`src/rtl/microcode_stack_sequencer.sv`:
```
// microcode_stack_sequencer
//   Next-address generator for the SOL-1 control unit. Each clock it picks the next
//   micro-address from the control-word branch type. Beyond plain jumps and dispatch,
//   it provides a micro-subroutine return stack, a hardware loop counter and a stall
//   hold.
// Ports
//   clk, arst_n              clock (rising edge), asynchronous active-low reset
//   stall                    holds every piece of state, including errors
//   ctrl_typ/offset/cond_sel/cond_invert/immy
//                            fields of the current control word
//   cond_vec                 condition flags selected by ctrl_cond_sel
//   ir                       opcode used for IR dispatch
//   any_interruption         selects the trap entry on DISP
//   fetch_u_address          fetch entry; also the landing point of an underflowing RET
//   trap_u_address           trap entry
//   err_clr                  clears the sticky error flags
//   u_address                registered micro-address driving the control ROM
//   stack_level              number of return-stack entries in use
//   loop_count               hardware loop counter
//   err_overflow             sticky flag: CALL issued with the stack full
//   err_underflow            sticky flag: RET issued with the stack empty
module microcode_stack_sequencer #(
    parameter int UADDR_W     = 14,
    parameter int IR_W        = 8,
    parameter int OFFSET_W    = 7,
    parameter int STACK_DEPTH = 4,
    parameter int LOOP_W      = 8,
    parameter int NUM_COND    = 16,
    localparam int SEL_W      = (NUM_COND > 1) ? $clog2(NUM_COND) : 1,
    localparam int LVL_W      = $clog2(STACK_DEPTH + 1)
) (
    input  logic                clk,
    input  logic                arst_n,
    input  logic                stall,
    input  logic [2:0]          ctrl_typ,
    input  logic [OFFSET_W-1:0] ctrl_offset,
    input  logic [SEL_W-1:0]    ctrl_cond_sel,
    input  logic                ctrl_cond_invert,
    input  logic [LOOP_W-1:0]   ctrl_immy,
    input  logic [NUM_COND-1:0] cond_vec,
    input  logic [IR_W-1:0]     ir,
    input  logic                any_interruption,
    input  logic [UADDR_W-1:0]  fetch_u_address,
    input  logic [UADDR_W-1:0]  trap_u_address,
    input  logic                err_clr,
    output logic [UADDR_W-1:0]  u_address,
    output logic [LVL_W-1:0]    stack_level,
    output logic [LOOP_W-1:0]   loop_count,
    output logic                err_overflow,
    output logic                err_underflow
);

    localparam int PTR_W = (STACK_DEPTH > 1) ? $clog2(STACK_DEPTH) : 1;

    localparam logic [2:0] TYP_JMP   = 3'b000;
    localparam logic [2:0] TYP_CJMP  = 3'b001;
    localparam logic [2:0] TYP_DISP  = 3'b010;
    localparam logic [2:0] TYP_IRDSP = 3'b011;
    localparam logic [2:0] TYP_CALL  = 3'b100;
    localparam logic [2:0] TYP_RET   = 3'b101;
    localparam logic [2:0] TYP_LOOP  = 3'b110;
    localparam logic [2:0] TYP_LDLP  = 3'b111;

    logic [UADDR_W-1:0] stack_mem [STACK_DEPTH];

    logic [UADDR_W-1:0] addr_inc;
    logic [UADDR_W-1:0] addr_off;
    logic [UADDR_W-1:0] stack_top;
    logic [PTR_W-1:0]   push_idx;
    logic [PTR_W-1:0]   top_idx;
    logic               cond;
    logic               stack_full;
    logic               stack_empty;

    logic [UADDR_W-1:0] addr_nxt;
    logic [LVL_W-1:0]   level_nxt;
    logic [LOOP_W-1:0]  loop_nxt;
    logic               push_en;
    logic               set_ovf;
    logic               set_unf;

    // Sums wrap naturally at UADDR_W bits.
    assign addr_inc    = u_address + UADDR_W'(1);
    assign addr_off    = u_address + UADDR_W'(ctrl_offset);
    assign cond        = cond_vec[ctrl_cond_sel] ^ ctrl_cond_invert;
    assign stack_full  = (stack_level == LVL_W'(STACK_DEPTH));
    assign stack_empty = (stack_level == '0);
    // The level counts entries, so it doubles as the push slot; the top is one below.
    // When empty the top index wraps, but it is never used then.
    assign push_idx    = PTR_W'(stack_level);
    assign top_idx     = PTR_W'(stack_level - LVL_W'(1));
    assign stack_top   = stack_mem[top_idx];

    always_comb begin
        addr_nxt  = addr_inc;
        level_nxt = stack_level;
        loop_nxt  = loop_count;
        push_en   = 1'b0;
        set_ovf   = 1'b0;
        set_unf   = 1'b0;
        case (ctrl_typ)
            TYP_JMP:   addr_nxt = addr_off;
            TYP_CJMP:  addr_nxt = cond ? addr_off : addr_inc;
            TYP_DISP:  addr_nxt = any_interruption ? trap_u_address : fetch_u_address;
            TYP_IRDSP: addr_nxt = UADDR_W'(ir);
            TYP_CALL: begin
                // The jump happens even when the push is dropped on overflow.
                addr_nxt = addr_off;
                if (stack_full) begin
                    set_ovf = 1'b1;
                end else begin
                    push_en   = 1'b1;
                    level_nxt = stack_level + LVL_W'(1);
                end
            end
            TYP_RET: begin
                if (stack_empty) begin
                    addr_nxt = fetch_u_address;
                    set_unf  = 1'b1;
                end else begin
                    addr_nxt  = stack_top;
                    level_nxt = stack_level - LVL_W'(1);
                end
            end
            TYP_LOOP: begin
                if (loop_count != '0) begin
                    loop_nxt = loop_count - LOOP_W'(1);
                    addr_nxt = addr_off;
                end
            end
            TYP_LDLP:  loop_nxt = ctrl_immy;
            default:   addr_nxt = addr_inc;
        endcase
    end

    always_ff @(posedge clk or negedge arst_n) begin
        if (!arst_n) begin
            u_address     <= '0;
            stack_level   <= '0;
            loop_count    <= '0;
            err_overflow  <= 1'b0;
            err_underflow <= 1'b0;
        end else if (!stall) begin
            u_address   <= addr_nxt;
            stack_level <= level_nxt;
            loop_count  <= loop_nxt;
            // A newly detected error takes priority over a clear in the same cycle.
            if (set_ovf)      err_overflow <= 1'b1;
            else if (err_clr) err_overflow <= 1'b0;
            if (set_unf)       err_underflow <= 1'b1;
            else if (err_clr)  err_underflow <= 1'b0;
        end
    end

    // Stack contents need no reset; only the level decides what is valid.
    always_ff @(posedge clk) begin
        if (!stall && push_en) begin
            stack_mem[push_idx] <= addr_inc;
        end
    end

endmodule

```
`config.mk`:
```
export PLATFORM = sky130hd
export DESIGN_NAME = microcode_stack_sequencer
export DESIGN_NICKNAME = d
export VERILOG_FILES = /design/src/rtl/microcode_stack_sequencer.sv
export SDC_FILE = /design/constraint.sdc
export NUM_CORES = 1
export LEC_CHECK = 0
export ABC_AREA = 0
export ABC_CLOCK_PERIOD_IN_PS = 9800
export CELL_PAD_IN_SITES_DETAIL_PLACEMENT = 0
export CELL_PAD_IN_SITES_GLOBAL_PLACEMENT = 1
export CORE_MARGIN = 5
export CORE_UTILIZATION = 44
export CTS_CLUSTER_SIZE = 20
export DETAILED_ROUTE_END_ITERATION = 10
export GPL_ROUTABILITY_DRIVEN = 0
export PLACE_DENSITY_LB_ADDON = 0.25
export SLEW_MARGIN = 15
export SYNTH_ARGS = -nofsm -noshare
export SYNTH_HDL_FRONTEND = slang
export SYNTH_SLANG_ARGS = --single-unit
```
`constraint.sdc`:
```
create_clock -name clk -period 9.8 [get_ports clk]
set_clock_uncertainty 0.05 [all_clocks]
set_input_delay 2.45 -clock clk [delete_from_list [all_inputs] [get_ports clk]]
set_output_delay 2.45 -clock clk [all_outputs]
set_load 0.1 [all_outputs]
```
==> Implementation_results.wiki <==
{| class="wikitable"
! Metric !! Value
|-
| WP data required || 9730 ps
|-
| Total setup violations reported at the end of the flow || 0
|-
| Detailed-route via count || 4140
|-
| Filler cells || 989
|-
| Cell family with the largest share of critical-path delay || buffers and inverters
|-
| Routed via count divided by cell count || 5.85
|-
| Source of the critical timing path || stall
|-
| Total power divided by cell area || 276 nW/um^2
|-
| Length of the first detailed-routing pass in iterations || 4
|-
| Standard cell core area || 11400 sq um
|-
| Library cell with the largest summed area after synthesis || edfxtp_1
|-
| Initial Util || 44.7%
|-
| Wirelength, routed || 14500 um
|-
| Leakage power figure || 2.37 nW
|-
| Final critical-path setup slack || 4540 ps
|-
| Flops & latches, synth || 83
|-
| Count of buffers added by post-CTS timing repair for setup || 0
|-
| Fin crit share || approximately 54%
|-
| Critical path class || primary input to flop
|-
| Unique cell type count in the Yosys netlist || 57
|-
| Clock insertion delay at the later pin of the skew report || 350 ps
|-
| Total chip power || between 1.5 and 2 mW
|-
| Leading cell types by count after synthesis || edfxtp_1, a21oi_1, nand2_1, nor2_1, mux2i_1
|-
| CP Max Fanout || 21
|-
| Final standard cell area without fillers || 6510 sq um
|-
| Setup tns final || 0 ps
|-
| Worst slack after detailed placement || around 4200 ps
|-
| Cells traversed along the worst timing path || clkdlybuf4s50_1 -> inv_1 -> nand3_1 -> nor3_1 -> and2_1
|-
| Worst Min Path Start || err_underflow$_DFFE_PN0P_
|-
| Outcome || complete, no violations
|-
| Hold buffers post-CTS || 0
|-
| Area post-placement || 6230 sq um
|-
| Max Root-Sink Buffers || 2
|-
| TritonCTS clock tree || yes
|-
| Worst path max stage delay || between 800 and 900 ps
|-
| Post-Syn Nets || 562
|-
| Crit-path slowest cell || clkdlybuf4s50_1
|-
| Number of antenna-violating nets in the routed design || 0
|-
| Maxcap violations || 0
|-
| Mean Syn Cell Area || between 10 and 15 sq um
|-
| Num Clock Sinks || 83
|-
| Number of synthesized flops with an enable pin || between 50 and 60
|-
| HPWL reported at the end of detailed placement || about 11000 um
|-
| Final count of pins violating max slew || 0
|-
| Number of buffers created by CTS || 9
|-
| Final hold violation count || 0
|-
| Kind of start point of the critical path || primary input
|-
| CTS clk-pin slew, worst paths || ~60 ps
|-
| Unrepaired setup endpoints after global routing || no
|-
| Most frequent cell after synthesis || edfxtp_1
|-
| Vias in the first global route || 4182
|-
| Fin util || 57.2%
|-
| Cell row count || 39
|-
| Slew @ Worst Pin || about 990 ps
|-
| Resize count post-CTS || 0
|-
| I/O pin total || around 110
|-
| Part of the Yosys area used for sequential elements || 46.4%
|-
| Synthesis-to-layout area growth || 28.0%
|-
| Cell types with the largest area share after synthesis || edfxtp_1, dfrtp_1, mux4_2
|-
| Wire length per cell after detailed routing || 20.4 um
|-
| Area of the mapped netlist || slightly above 5000 sq um
|-
| Count of yosys warnings during synthesis || 0
|-
| Mapped Cells || ~470
|-
| CTS root buffer || clkbuf_16
|-
| Pin count of the biggest net entering global routing || 28
|-
| Remaining global-route overflow || 0
|-
| Crit path capture type || flop
|-
| Class of the most critical hold timing path || flop to flop
|-
| X dimension of the die || between 100 and 150 um
|-
| Crit path buffers/inverters || 2
|-
| Die outline area || 13800 sq um
|-
| CP Data Arrival Time || 5190 ps
|-
| Initial antenna violation count || 0
|-
| Fraction of synthesized cell area taken by the top area cell type || 33.1%
|-
| Achievable clock frequency || 190 MHz
|-
| Post-detailed-route DRC marker count || 0
|-
| Port Buf Inserts || 106
|-
| Worst reg2reg startpoint || stack_level[0]$_DFFE_PN0P_
|-
| Share of async-settable or async-resettable flops after synthesis || 32.5%
|-
| Ant diodes || 0
|-
| Die height || 118 um
|-
| Worst vdd rail ir drop || about 0.29 mV
|-
| Final worst path period need || 5260 ps
|-
| Prevailing post-synth register cell || edfxtp_1
|-
| Slew headroom || 33.8%
|-
| Deepest level of the CTS H-tree || 3
|-
| GRT Overall Usage || 21.2%
|-
| Global-route wire length before repair || 23300 um
|-
| Number of DRC violations after detailed-routing iteration 0 || 239
|-
| Fraction of layout cells with a size suffix above 1 || 8.14%
|-
| Final nets || 657
|}
where the power goes:
group,internal (mW),switching (mW),total (mW)
registers,0.450,0.0760,0.526
clock network,0.174,0.145,0.319
logic,0.327,0.623,0.951
total,0.952,0.844,1.80
sequential cells by signal (all words and copies together), names as in the netlist:
| name | cells |
|---|---|
| stack_mem | 56 |
| err_underflow | 1 |
| u_address | 14 |
| loop_count | 8 |
| err_overflow | 1 |
| stack_level | 3 |
worst paths after layout:
path                                              end  slack, ps  cells past startpoint
setup / recovery           stack_mem[1][11]$_DFFE_PP_       4540                      5
min in group asynchronous  stack_level[0]$_DFFE_PN0P_       2450                      2
hold reg to reg             err_underflow$_DFFE_PN0P_        490                      1
max in group asynchronous   loop_count[0]$_DFFE_PN0P_       6960                      2
hold / removal              err_underflow$_DFFE_PN0P_        490                      1
setup reg to reg            u_address[13]$_DFFE_PN0N_       6470                      9
metal layers:
layer	part of all wire [%]	track usage, %	vias up
met2	50	34.8	137
met3	5.5	4.23	11
met5	0	0	-
met1	44	28.8	2032
met4	1.0	5.16	0
li1	-	-	1960
layout by cell type, fill, tap and decap left out, types with 9 or more instances in the layout:
| cell type | instances |
|---|---|
| clkdlybuf4s50_1 | 106 |
| edfxtp_1 | 56 |
| a21oi_1 | 37 |
| nand2_1 | 30 |
| nor2_1 | 29 |
| mux2i_1 | 28 |
| dfrtp_1 | 27 |
| o21ai_0 | 21 |
| nand3_1 | 17 |
| mux4_2 | 16 |
| ha_1 | 16 |
| inv_1 | 15 |
| xnor2_1 | 14 |
| nor3_1 | 14 |
| o21ai_1 | 14 |
| o21a_1 | 11 |
| mux2_2 | 9 |
| clkbuf_16 | 9 |
worst register-to-register path, cell delays in order, from the launching register on:
cell and delay, ps:
dfrtp_1 360, buf_4 230, inv_1 150, ha_1 250
ha_1 820, mux2_2 440, a221oi_1 440, o21a_1 190
a21oi_1 60, o22a_1 230
cell families after synthesis:
logic type               count (synthesis)  share of synthesized area [%]
XOR/XNOR                                20                           3.44
buffers and inverters                   42                           3.47
AO/OA/AOI/OAI                          130                           16.4
multiplexers                            55                           15.0
AND/OR/NAND/NOR                        118                           10.9
adder cells (fa/ha/maj)                 17                           4.33
flip-flops                              83                           46.4
area by class of cell:
class	instances	area (sq um)	share of cell area, %
clock inverter	6	48.8	0.750
timing repair buffer	108	1080	16.5
clock buffer	10	229	3.52
inverter	18	67.6	1.04
sequential	83	2360	36.2
multi-input combinational	340	2550	39.2
tap	143	179	2.75
per-stage QoR:
| stage | std cells | hold slack [ps] |
|---|---|---|
| 2_1_floorplan | 465 | 848 |
| 3_3_place_gp | 692 | 462 |
| 3_5_place_dp | 692 | 463 |
| 4_1_cts | 708 | 476 |
| 5_1_grt | 708 | 503 |
| 6_report | 708 | 491 |
No activity file was read; power rests on OpenSTA's default activity.
